==> config.mk <==
export PLATFORM = sky130hd
export DESIGN_NAME = spi_slave_axi_bridge_v2
export DESIGN_NICKNAME = d
export VERILOG_FILES = /design/src/rtl/spi_slave_axi_bridge_v2.sv
export SDC_FILE = /design/constraint.sdc
export NUM_CORES = 1
export LEC_CHECK = 0
export BUFFER_PORTS_ARGS = -buffer_cell sky130_fd_sc_hd__buf_2
export CORE_AREA = 2 2 162 164
export CTS_BUF_LIST = sky130_fd_sc_hd__clkbuf_8
export CTS_CLUSTER_SIZE = 20
export DETAILED_ROUTE_END_ITERATION = 6
export DIE_AREA = 0 0 164 166
export GPL_TIMING_DRIVEN = 0
export PLACE_DENSITY_LB_ADDON = 0.08
export SYNTH_ARGS = -nofsm -noshare
export SYNTH_HDL_FRONTEND = slang
export SYNTH_SLANG_ARGS = --single-unit
==> constraint.sdc <==
create_clock -name axi_aclk -period 2.5 [get_ports axi_aclk]
set_input_delay 0.125 -clock axi_aclk [delete_from_list [all_inputs] [get_ports axi_aclk]]
set_output_delay 0.125 -clock axi_aclk [all_outputs]
set_load 0.02 [all_outputs]
==> src/rtl/spi_slave_axi_bridge_v2.sv <==
// spi_slave_axi_bridge_v2: SPI word streams to single-beat AXI4 writes and reads with independent write/read address pointers.
module spi_slave_axi_bridge_v2 #(
  parameter int AXI_ADDR_WIDTH = 32,
  parameter int AXI_DATA_WIDTH = 64,
  parameter int AXI_ID_WIDTH = 3,
  parameter int AXI_USER_WIDTH = 6,
  parameter int AXI_ID = 1
) (
  input  logic                        axi_aclk,
  input  logic                        axi_aresetn,
  output logic                        axi_master_aw_valid,
  input  logic                        axi_master_aw_ready,
  output logic [AXI_ADDR_WIDTH-1:0]   axi_master_aw_addr,
  output logic [2:0]                  axi_master_aw_prot,
  output logic [3:0]                  axi_master_aw_region,
  output logic [7:0]                  axi_master_aw_len,
  output logic [2:0]                  axi_master_aw_size,
  output logic [1:0]                  axi_master_aw_burst,
  output logic                        axi_master_aw_lock,
  output logic [3:0]                  axi_master_aw_cache,
  output logic [3:0]                  axi_master_aw_qos,
  output logic [AXI_ID_WIDTH-1:0]     axi_master_aw_id,
  output logic [AXI_USER_WIDTH-1:0]   axi_master_aw_user,
  output logic                        axi_master_w_valid,
  input  logic                        axi_master_w_ready,
  output logic [AXI_DATA_WIDTH-1:0]   axi_master_w_data,
  output logic [AXI_DATA_WIDTH/8-1:0] axi_master_w_strb,
  output logic                        axi_master_w_last,
  output logic [AXI_USER_WIDTH-1:0]   axi_master_w_user,
  input  logic                        axi_master_b_valid,
  output logic                        axi_master_b_ready,
  input  logic [1:0]                  axi_master_b_resp,
  input  logic [AXI_ID_WIDTH-1:0]     axi_master_b_id,
  input  logic [AXI_USER_WIDTH-1:0]   axi_master_b_user,
  output logic                        axi_master_ar_valid,
  input  logic                        axi_master_ar_ready,
  output logic [AXI_ADDR_WIDTH-1:0]   axi_master_ar_addr,
  output logic [2:0]                  axi_master_ar_prot,
  output logic [3:0]                  axi_master_ar_region,
  output logic [7:0]                  axi_master_ar_len,
  output logic [2:0]                  axi_master_ar_size,
  output logic [1:0]                  axi_master_ar_burst,
  output logic                        axi_master_ar_lock,
  output logic [3:0]                  axi_master_ar_cache,
  output logic [3:0]                  axi_master_ar_qos,
  output logic [AXI_ID_WIDTH-1:0]     axi_master_ar_id,
  output logic [AXI_USER_WIDTH-1:0]   axi_master_ar_user,
  input  logic                        axi_master_r_valid,
  output logic                        axi_master_r_ready,
  input  logic [AXI_DATA_WIDTH-1:0]   axi_master_r_data,
  input  logic [1:0]                  axi_master_r_resp,
  input  logic                        axi_master_r_last,
  input  logic [AXI_ID_WIDTH-1:0]     axi_master_r_id,
  input  logic [AXI_USER_WIDTH-1:0]   axi_master_r_user,
  input  logic [31:0]                 rxtx_addr,
  input  logic                        rxtx_addr_valid,
  input  logic                        start_tx,
  input  logic                        cs,
  input  logic [31:0]                 rx_data,
  input  logic                        rx_valid,
  output logic                        rx_ready,
  output logic [31:0]                 tx_data,
  output logic                        tx_valid,
  input  logic                        tx_ready,
  output logic                        err_o
);
  localparam int NL = AXI_DATA_WIDTH / 32;
  localparam int LW = NL > 1 ? $clog2(NL) : 1;
  localparam int SW = AXI_DATA_WIDTH / 8;
  typedef enum logic [1:0] {W_IDLE, W_REQ, W_RESP} w_state_t;
  typedef enum logic [1:0] {R_IDLE, R_ADDR, R_DATA, R_TX} r_state_t;
  w_state_t w_state;
  r_state_t r_state;
  logic [AXI_ADDR_WIDTH-1:0] wr_addr, rd_addr, load_addr;
  logic [31:0] wr_word;
  logic [LW-1:0] wr_lane, rd_lane;
  logic abort, b_err, r_err, unused;
  assign load_addr = AXI_ADDR_WIDTH'(rxtx_addr);
  assign wr_lane = NL > 1 ? wr_addr[LW+1:2] : '0;
  assign rd_lane = NL > 1 ? rd_addr[LW+1:2] : '0;
  assign axi_master_aw_addr = wr_addr;
  assign axi_master_ar_addr = rd_addr;
  assign axi_master_w_data = {NL{wr_word}};
  assign axi_master_w_strb = SW'(4'hF) << (4 * wr_lane);
  assign axi_master_w_last = 1'b1;
  assign axi_master_w_user = '0;
  assign axi_master_aw_prot = '0;
  assign axi_master_aw_region = '0;
  assign axi_master_aw_len = '0;
  assign axi_master_aw_size = 3'b010;
  assign axi_master_aw_burst = 2'b01;
  assign axi_master_aw_lock = 1'b0;
  assign axi_master_aw_cache = '0;
  assign axi_master_aw_qos = '0;
  assign axi_master_aw_id = AXI_ID_WIDTH'(AXI_ID);
  assign axi_master_aw_user = '0;
  assign axi_master_ar_prot = '0;
  assign axi_master_ar_region = '0;
  assign axi_master_ar_len = '0;
  assign axi_master_ar_size = 3'b010;
  assign axi_master_ar_burst = 2'b01;
  assign axi_master_ar_lock = 1'b0;
  assign axi_master_ar_cache = '0;
  assign axi_master_ar_qos = '0;
  assign axi_master_ar_id = AXI_ID_WIDTH'(AXI_ID);
  assign axi_master_ar_user = '0;
  assign unused = ^{axi_master_r_last, axi_master_r_id, axi_master_r_user, axi_master_b_id, axi_master_b_user};
  assign b_err = w_state == W_RESP && axi_master_b_valid && axi_master_b_resp != 2'b00;
  assign r_err = r_state == R_DATA && axi_master_r_valid && axi_master_r_resp != 2'b00;
  always_ff @(posedge axi_aclk or negedge axi_aresetn)
    if (!axi_aresetn) begin
      w_state <= W_IDLE;
      rx_ready <= 1'b0;
      axi_master_aw_valid <= 1'b0;
      axi_master_w_valid <= 1'b0;
      axi_master_b_ready <= 1'b0;
      wr_word <= '0;
      wr_addr <= '0;
    end else begin
      case (w_state)
        W_IDLE:
          if (rx_valid && rx_ready) begin
            wr_word <= rx_data;
            rx_ready <= 1'b0;
            axi_master_aw_valid <= 1'b1;
            axi_master_w_valid <= 1'b1;
            w_state <= W_REQ;
          end else rx_ready <= 1'b1;
        W_REQ: begin
          if (axi_master_aw_ready) axi_master_aw_valid <= 1'b0;
          if (axi_master_w_ready) axi_master_w_valid <= 1'b0;
          if ((!axi_master_aw_valid || axi_master_aw_ready) && (!axi_master_w_valid || axi_master_w_ready)) begin
            axi_master_b_ready <= 1'b1;
            w_state <= W_RESP;
          end
        end
        W_RESP:
          if (axi_master_b_valid) begin
            axi_master_b_ready <= 1'b0;
            rx_ready <= 1'b1;
            wr_addr <= wr_addr + AXI_ADDR_WIDTH'(4);
            w_state <= W_IDLE;
          end
        default: w_state <= W_IDLE;
      endcase
      if (rxtx_addr_valid) wr_addr <= load_addr;
    end
  // cs during an outstanding read only marks it; the AXI transfer still completes and its data is dropped
  always_ff @(posedge axi_aclk or negedge axi_aresetn)
    if (!axi_aresetn) begin
      r_state <= R_IDLE;
      axi_master_ar_valid <= 1'b0;
      axi_master_r_ready <= 1'b0;
      tx_valid <= 1'b0;
      tx_data <= '0;
      rd_addr <= '0;
      abort <= 1'b0;
    end else begin
      case (r_state)
        R_IDLE:
          if (start_tx && !cs) begin
            axi_master_ar_valid <= 1'b1;
            r_state <= R_ADDR;
          end
        R_ADDR: begin
          if (cs) abort <= 1'b1;
          if (axi_master_ar_ready) begin
            axi_master_ar_valid <= 1'b0;
            axi_master_r_ready <= 1'b1;
            r_state <= R_DATA;
          end
        end
        R_DATA:
          if (axi_master_r_valid) begin
            axi_master_r_ready <= 1'b0;
            abort <= 1'b0;
            if (abort || cs) r_state <= R_IDLE;
            else begin
              tx_data <= axi_master_r_data[32*rd_lane +: 32];
              tx_valid <= 1'b1;
              r_state <= R_TX;
            end
          end else if (cs) abort <= 1'b1;
        R_TX:
          if (cs) begin
            tx_valid <= 1'b0;
            r_state <= R_IDLE;
          end else if (tx_ready) begin
            tx_valid <= 1'b0;
            rd_addr <= rd_addr + AXI_ADDR_WIDTH'(4);
            axi_master_ar_valid <= 1'b1;
            r_state <= R_ADDR;
          end
        default: r_state <= R_IDLE;
      endcase
      if (rxtx_addr_valid) rd_addr <= load_addr;
    end
  always_ff @(posedge axi_aclk or negedge axi_aresetn)
    if (!axi_aresetn) err_o <= 1'b0;
    else if (b_err || r_err) err_o <= 1'b1;
    else if (rxtx_addr_valid) err_o <= 1'b0;
endmodule
==> reports/metrics.cfg, run 1 <==
[sta]
setup-violations-final = 0
max_clock_freq_mhz = 426.1
final_period_minus_worst_setup_slack_ps = 2347
timing.final.ws_setup_ps = 153.4
slew_viol_final = 0
worst-slew-pin-transition_ps = 814.7
worst_clock_skew_ps = 15.79
max_slew_margin_pct = 45.24
hold_viol_final = 0
finalCritPeriodShare_pct = 93.87

[synthesis]
yosysMostFrequentCell = sky130_fd_sc_hd__dfrtp_1
yosysTopAreaCell = sky130_fd_sc_hd__dfrtp_1
netlist_top_cells_count = sky130_fd_sc_hd__dfrtp_1 (141), sky130_fd_sc_hd__buf_4 (122), sky130_fd_sc_hd__mux2_2 (59), sky130_fd_sc_hd__a21oi_1 (54), sky130_fd_sc_hd__nor2_1 (54)
synth_flop_cell = sky130_fd_sc_hd__dfrtp_1
netlist_top_cells_area = sky130_fd_sc_hd__dfrtp_1 (45%), sky130_fd_sc_hd__buf_4 (12%), sky130_fd_sc_hd__mux2_2 (8.5%)
per_instance_average_area_after_synthesis_um2 = 10.28
netlist_instances = 756
synth.top_cell.area_share_pct = 45.38
post_synthesis_register_bit_count = 141
asyncSetResetFlopFracSynth_pct = 100.0
yosys.cell_types.count = 42
number_of_enable_flip_flop_cells_after_synthesis = 0
share_of_synthesized_area_occupied_by_flip_flops_and_latches_pct = 45.38
yosysWarnings = 0
synth.cell_area_um2 = 7775

[placement]
dp_slack_ps = -278.9
postPlaceCellArea_um2 = 10120
placer_s_final_routability_congestion_estimate = 0.7490
io_buffers = 318
dp_hpwl_mm = 18.75

[status]
result_of_the_run = completed

[die]
rows = 59
dieArea_um2 = 27220
floorplan.initialDensity_pct = 30.35
die_w_um = 164
core_area_um2 = 25620
floorplan.die.height_um = 166
ios = 422

[setup_path]
worst_r2r_path_depth = 7
timing.setup.critical_path_class = flop to flop
rrSetupSlack_ps = 150
timing.critical_path.from_type = flop
end_kind = flop
worst_reg2reg_path_endpoint = axi_master_ar_addr[30]
crit_path_max_fanout = 7
worstPathRequired_ps = 2830
arrival_ps = 2670
reg2reg_from = r_state[1]

[global_route]
globalRouteOverflowTotal = 0
globalRouteTotalUtil_pct = 18.11
maximum_number_of_pins_on_one_net_before_global_route_repair = 87
grt_antenna_before_repair = 0
grt_first_pass_wirelength_mm = 38.50
grt_pass1_vias = 6923

[cells_and_area]
final_nets = 1467
antenna-diode-count = 0
nFillCells = 2531
layout-drive-gt1-share_pct = 42.20
design_area_um2 = 11780
area_growth_syn_to_layout_pct = 51.50
fin_util_pct = 45.98

[job]
cap_violations = 0

[detailed_routing]
routed_wl_mm = 24.65
drt_first_iter_violations = 349
vias_per_cell = 4.282
drt-wirelength-per-cell_um = 15.00
drc_violations_left = 0
detail_route.first_pass.iterations = 4
antenna_left = 0
via_count = 7035

[power_and_ir_drop]
power_frac_clock_pct = 17.5
leakagePower_uw = 0.005861
power.share.switching_pct = 42.30
p_int_uw = 6001
combPwrFrac_pct = 47.7
p_sw_uw = 4400
seq_power_share_pct = 34.8
max-vdd-ir-drop_uv = 581.7
power_density_nw_per_um2 = 883.0

[clock_tree]
worstSkewPairLatency_ps = 450
clk_pin_slew_ps = 100
cts_sinks = 141
clk_path_buf_depth = 2
cts_setup_buffers = 0
buffer_type_at_the_clock_tree_root = sky130_fd_sc_hd__clkbuf_8
tritoncts = yes
number_of_buffers_created_by_cts = 17
htreeDepth = 4

[hold_path]
hold_path_startpoint = axi_master_r_data[49]
min_delay_worst_endpoint = tx_data[17]
hold_crit_class = primary input to flop
timing.hold.worst_path_depth = 3

## worst max-delay path: stages (launching register included)
cell and delay, ps:
sky130_fd_sc_hd__dfrtp_1 450, sky130_fd_sc_hd__ha_2 310, sky130_fd_sc_hd__nand3b_4 150, sky130_fd_sc_hd__or3_1 330, sky130_fd_sc_hd__clkbuf_1 220, sky130_fd_sc_hd__nor4_1 390
sky130_fd_sc_hd__xor2_1 110, sky130_fd_sc_hd__mux2_2 270
## routing by layer
metal,GRT usage [%],up-vias,wire length [um]
met5,0,-,0
met4,4.272,0,342
met3,4.970,25,1798
met2,31.86,279,12380
met1,21.84,3283,10130
li1,-,3448,-
## timing repair
item / in CTS / in global routing
gates resized for setup: 4 / 8
hold buffers: 121 / 0
pin swaps: 0 / 0
endpoints found under the hold margin: 170 / 0
endpoints found under the setup margin: 47 / 51
cloned: 0 / 0
## flip-flops by register name, indices dropped and copies added (netlist names)
register,count
w_state,2
axi_master_r_ready,1
axi_master_b_ready,1
axi_master_aw_addr,32
rx_ready,1
r_state,2
axi_master_ar_addr,32
wr_word,32
tx_data,32
tx_valid,1
axi_master_aw_valid,1
abort,1
axi_master_ar_valid,1
err_o,1
axi_master_w_valid,1
## metrics by stage
stage | power [uW] | TNS (ps) | hold WS (ps) | instances
final | 10400 | 0 | 16.02 | 1643
after global routing | 11110 | -16.12 | 3.709 | 1643
after CTS | 10500 | 0 | 0.2836 | 1643
after detailed placement | 8399 | -2973 | 150.7 | 1491
after global placement | 8374 | -145500 | 355.7 | 1490
after floorplan | 6748 | 0 | -170.6 | 837
## placed cells by master, fill, tap and decap left out, types with 6 or more instances in the layout
master and instances:
sky130_fd_sc_hd__and3_1 10, sky130_fd_sc_hd__nand2b_1 9, sky130_fd_sc_hd__xnor2_1 31, sky130_fd_sc_hd__nand2_1 38
sky130_fd_sc_hd__clkbuf_1 21, sky130_fd_sc_hd__mux2_2 59, sky130_fd_sc_hd__xor2_1 26, sky130_fd_sc_hd__a31oi_1 6
sky130_fd_sc_hd__buf_2 318, sky130_fd_sc_hd__nor3_1 7, sky130_fd_sc_hd__nand3_1 24, sky130_fd_sc_hd__ha_1 7
sky130_fd_sc_hd__inv_1 19, sky130_fd_sc_hd__conb_1 83, sky130_fd_sc_hd__buf_4 122, sky130_fd_sc_hd__a21oi_1 54
sky130_fd_sc_hd__clkbuf_8 18, sky130_fd_sc_hd__dfrtp_1 141, sky130_fd_sc_hd__o21ai_0 12, sky130_fd_sc_hd__mux2i_1 32
sky130_fd_sc_hd__a21boi_0 18, sky130_fd_sc_hd__dlygate4sd3_1 121, sky130_fd_sc_hd__nand4_1 16, sky130_fd_sc_hd__nor2_1 53
## logic make-up after synthesis
kind of cell,count (synthesis),share of synthesized area (%)
muxes,91,12.67
other,2,0.09659
xor gates and xnor gates,57,6.421
adders and majority gates,8,1.287
AOI/OAI and AO/OA,95,6.936
DFF,141,45.38
and+or+nand+nor,194,13.08
buffers and inverters,168,14.13
## power by group through the flow
stage	clock, uW	sequential [uW]	combinational [uW]
global route	2010	3740	5360
detailed placement	0	3640	4760
CTS	1890	3630	4990
global placement	0	3630	4740
finish	1830	3620	4960
floorplan	0	4390	2360
## final cells by class
| class | instances | area, um^2 | share of cell area [%] |
|---|---|---|---|
| repair buffers | 440 | 2836 | 24.08 |
| multi-input cells | 528 | 3518 | 29.87 |
| inverters | 19 | 71.32 | 0.6055 |
| well taps | 335 | 419.2 | 3.559 |
| clock buffers | 18 | 247.7 | 2.103 |
| clock inverters | 13 | 130.1 | 1.105 |
| plain buffers | 149 | 1027 | 8.721 |
| flip-flops and latches | 141 | 3528 | 29.96 |
## worst max-delay path by stage
stage,from,endpoint,slack [ps],cells after the start
after floorplan,axi_master_aw_addr[2],axi_master_aw_addr[16],410,6
after global placement,axi_aresetn,tx_data[25],-1030,1
after detailed placement,axi_master_aw_addr[2],axi_master_aw_addr[16],-280,6
after CTS,r_state[1],axi_master_ar_addr[13],20,6
after global routing,r_state[1],axi_master_ar_addr[30],-20,7
final,r_state[1],axi_master_ar_addr[30],150,7
Note: power is estimated with default switching activity, not from simulation.
==> run 2, diff against run 1 <==
CELL_PAD_IN_SITES_DETAIL_PLACEMENT = 1   (was default)
CELL_PAD_IN_SITES_GLOBAL_PLACEMENT = 1   (was default)
CORE_AREA = 2 2 164 166   (was 2 2 162 164)
DIE_AREA = 0 0 166 168   (was 0 0 164 166)
==> reports/metrics.cfg, run 2 (synthesis gave the netlist of run 1 again) <==
[global_route]
grt_antenna_before_repair = 5
grt_first_pass_wirelength_mm = 41.87
globalRouteOverflowTotal = 0
globalRouteTotalUtil_pct = 19.05
maximum_number_of_pins_on_one_net_before_global_route_repair = 83
grt_pass1_vias = 7421

[die]
rows = 60
die_w_um = 166
core_area_um2 = 26350
floorplan.initialDensity_pct = 29.51
ios = 422
dieArea_um2 = 27890
floorplan.die.height_um = 168

[detailed_routing]
via_count = 7126
detail_route.first_pass.iterations = 4
routed_wl_mm = 26.67
drc_violations_left = 0
vias_per_cell = 4.316
drt-wirelength-per-cell_um = 16.15
drt_first_iter_violations = 226
antenna_left = 0

[cells_and_area]
design_area_um2 = 11830
ff_latch_area_um2 = 3528
layout.cells.most_common_list = sky130_fd_sc_hd__buf_2 (318), sky130_fd_sc_hd__dfrtp_1 (141), sky130_fd_sc_hd__buf_4 (122), sky130_fd_sc_hd__dlygate4sd3_1 (119), sky130_fd_sc_hd__conb_1 (83)
mostFrequentLayoutCell = sky130_fd_sc_hd__buf_2
nFillCells = 3151
final_nets = 1465
multi_input_area_um2 = 3521
finish.cell_count_without_fillers = 1651
layout-drive-gt1-share_pct = 42.39
area_growth_syn_to_layout_pct = 52.16

[sta]
fin_setup_tns_ps = 0
timing.final.ws_setup_ps = 198.1
slew_viol_final = 0
setup-violations-final = 0
setup_repair_after_global_routing_missed_its_margin = false
hold_viol_final = 0
finalCritPeriodShare_pct = 92.08
worst_clock_skew_ps = 19.06
max_slew_margin_pct = 50.57
worst-slew-pin-transition_ps = 735.3
max_clock_freq_mhz = 434.4
final_period_minus_worst_setup_slack_ps = 2302

[job]
cap_violations = 0

[setup_path]
timing.critical_path.from_type = flop
end_kind = flop
timing.setup.critical_path_class = flop to flop
arrival_ps = 2610
crit_path_max_fanout = 10
worstPathRequired_ps = 2800

[placement]
dp_hpwl_mm = 20.20
postPlaceCellArea_um2 = 10130
post-place-cells = 1497
dp_slack_ps = -406.3
placer_s_final_routability_congestion_estimate = 0.7480
io_buffers = 318

[clock_tree]
clk_path_buf_depth = 2
tritoncts = yes
buffer_type_at_the_clock_tree_root = sky130_fd_sc_hd__clkbuf_8
number_of_buffers_created_by_cts = 17
worstSkewPairLatency_ps = 450
cts_sinks = 141
htreeDepth = 4
clk_pin_slew_ps = 80

[power_and_ir_drop]
power_density_nw_per_um2 = 894.6
max-vdd-ir-drop_uv = 681.5
leakagePower_uw = 0.005879

[status]
result_of_the_run = completed

[hold_path]
hold_crit_class = primary input to flop

run 2: changes by cell type in the layout (fill, tap and decap cells not counted), moves of 2 or more:
cell,change
sky130_fd_sc_hd__diode_2,+3
sky130_fd_sc_hd__clkbuf_8,+2
sky130_fd_sc_hd__clkinv_4,-2
sky130_fd_sc_hd__dlygate4sd3_1,-2
sky130_fd_sc_hd__inv_6,-2
run 2: where the power goes:
group | internal (uW) | switching (uW)
clock network | 974 | 985
logic | 2160 | 2860
registers | 3010 | 602
run 2: repair_timing:
action,in CTS,in global routing
pin swaps,0,1
resized for setup,7,5
cloned,0,0
hold endpoints to repair,171,0
setup endpoints to repair,49,35
buffers inserted,0,1
hold buffers,119,0
run 2: critical path: stages, from the launching register on:
cell	delay [ps]
sky130_fd_sc_hd__dfrtp_1	380
sky130_fd_sc_hd__buf_2	250
sky130_fd_sc_hd__buf_1	580
sky130_fd_sc_hd__mux2i_1	300
sky130_fd_sc_hd__dlygate4sd3_1	580
sky130_fd_sc_hd__a21oi_1	60
run 2: worst paths after layout:
| path | from | endpoint | slack (ps) | cells past startpoint |
|---|---|---|---|---|
| max | axi_master_ar_addr[2] | tx_data[18] | 200 | 5 |
| min | axi_master_r_resp[0] | err_o | 20 | 5 |
| max reg2reg | axi_master_ar_addr[2] | tx_data[18] | 200 | 5 |
| min reg2reg | err_o | err_o | 500 | 2 |
| max in group asynchronous | axi_aresetn | axi_master_b_ready | 1490 | 3 |
| min in group asynchronous | axi_aresetn | axi_master_ar_valid | 210 | 2 |
run 2: layer usage:
| layer | global-route usage [%] | vias up | wire length (um) |
|---|---|---|---|
| met5 | 0 | - | 0 |
| met4 | 4.953 | 0 | 283 |
| met3 | 5.407 | 22 | 1904 |
| met2 | 32.85 | 221 | 13490 |
| met1 | 23.47 | 3435 | 10990 |
| li1 | - | 3448 | - |
run 2: area by class of cell:
| cell class | count | area share, % |
|---|---|---|
| inverter | 19 | 0.6029 |
| buffer | 148 | 8.651 |
| timing repair buffer | 439 | 24.01 |
| antenna | 3 | 0.06346 |
| multi-input combinational | 528 | 29.76 |
| tap | 341 | 3.607 |
| clock inverter | 12 | 1.153 |
| sequential | 141 | 29.83 |
| clock buffer | 20 | 2.327 |
run 2: metrics by stage:
step | utilization [%] | hold WS, ps | total power, uW
finish | 44.90 | 23.21 | 10580
global route | 44.90 | 24.25 | 11270
CTS | 44.68 | 0.001138 | 10700
detailed placement | 38.46 | 105.0 | 8463
global placement | 38.32 | 352.0 | 8398
floorplan | - | -170.6 | 6748
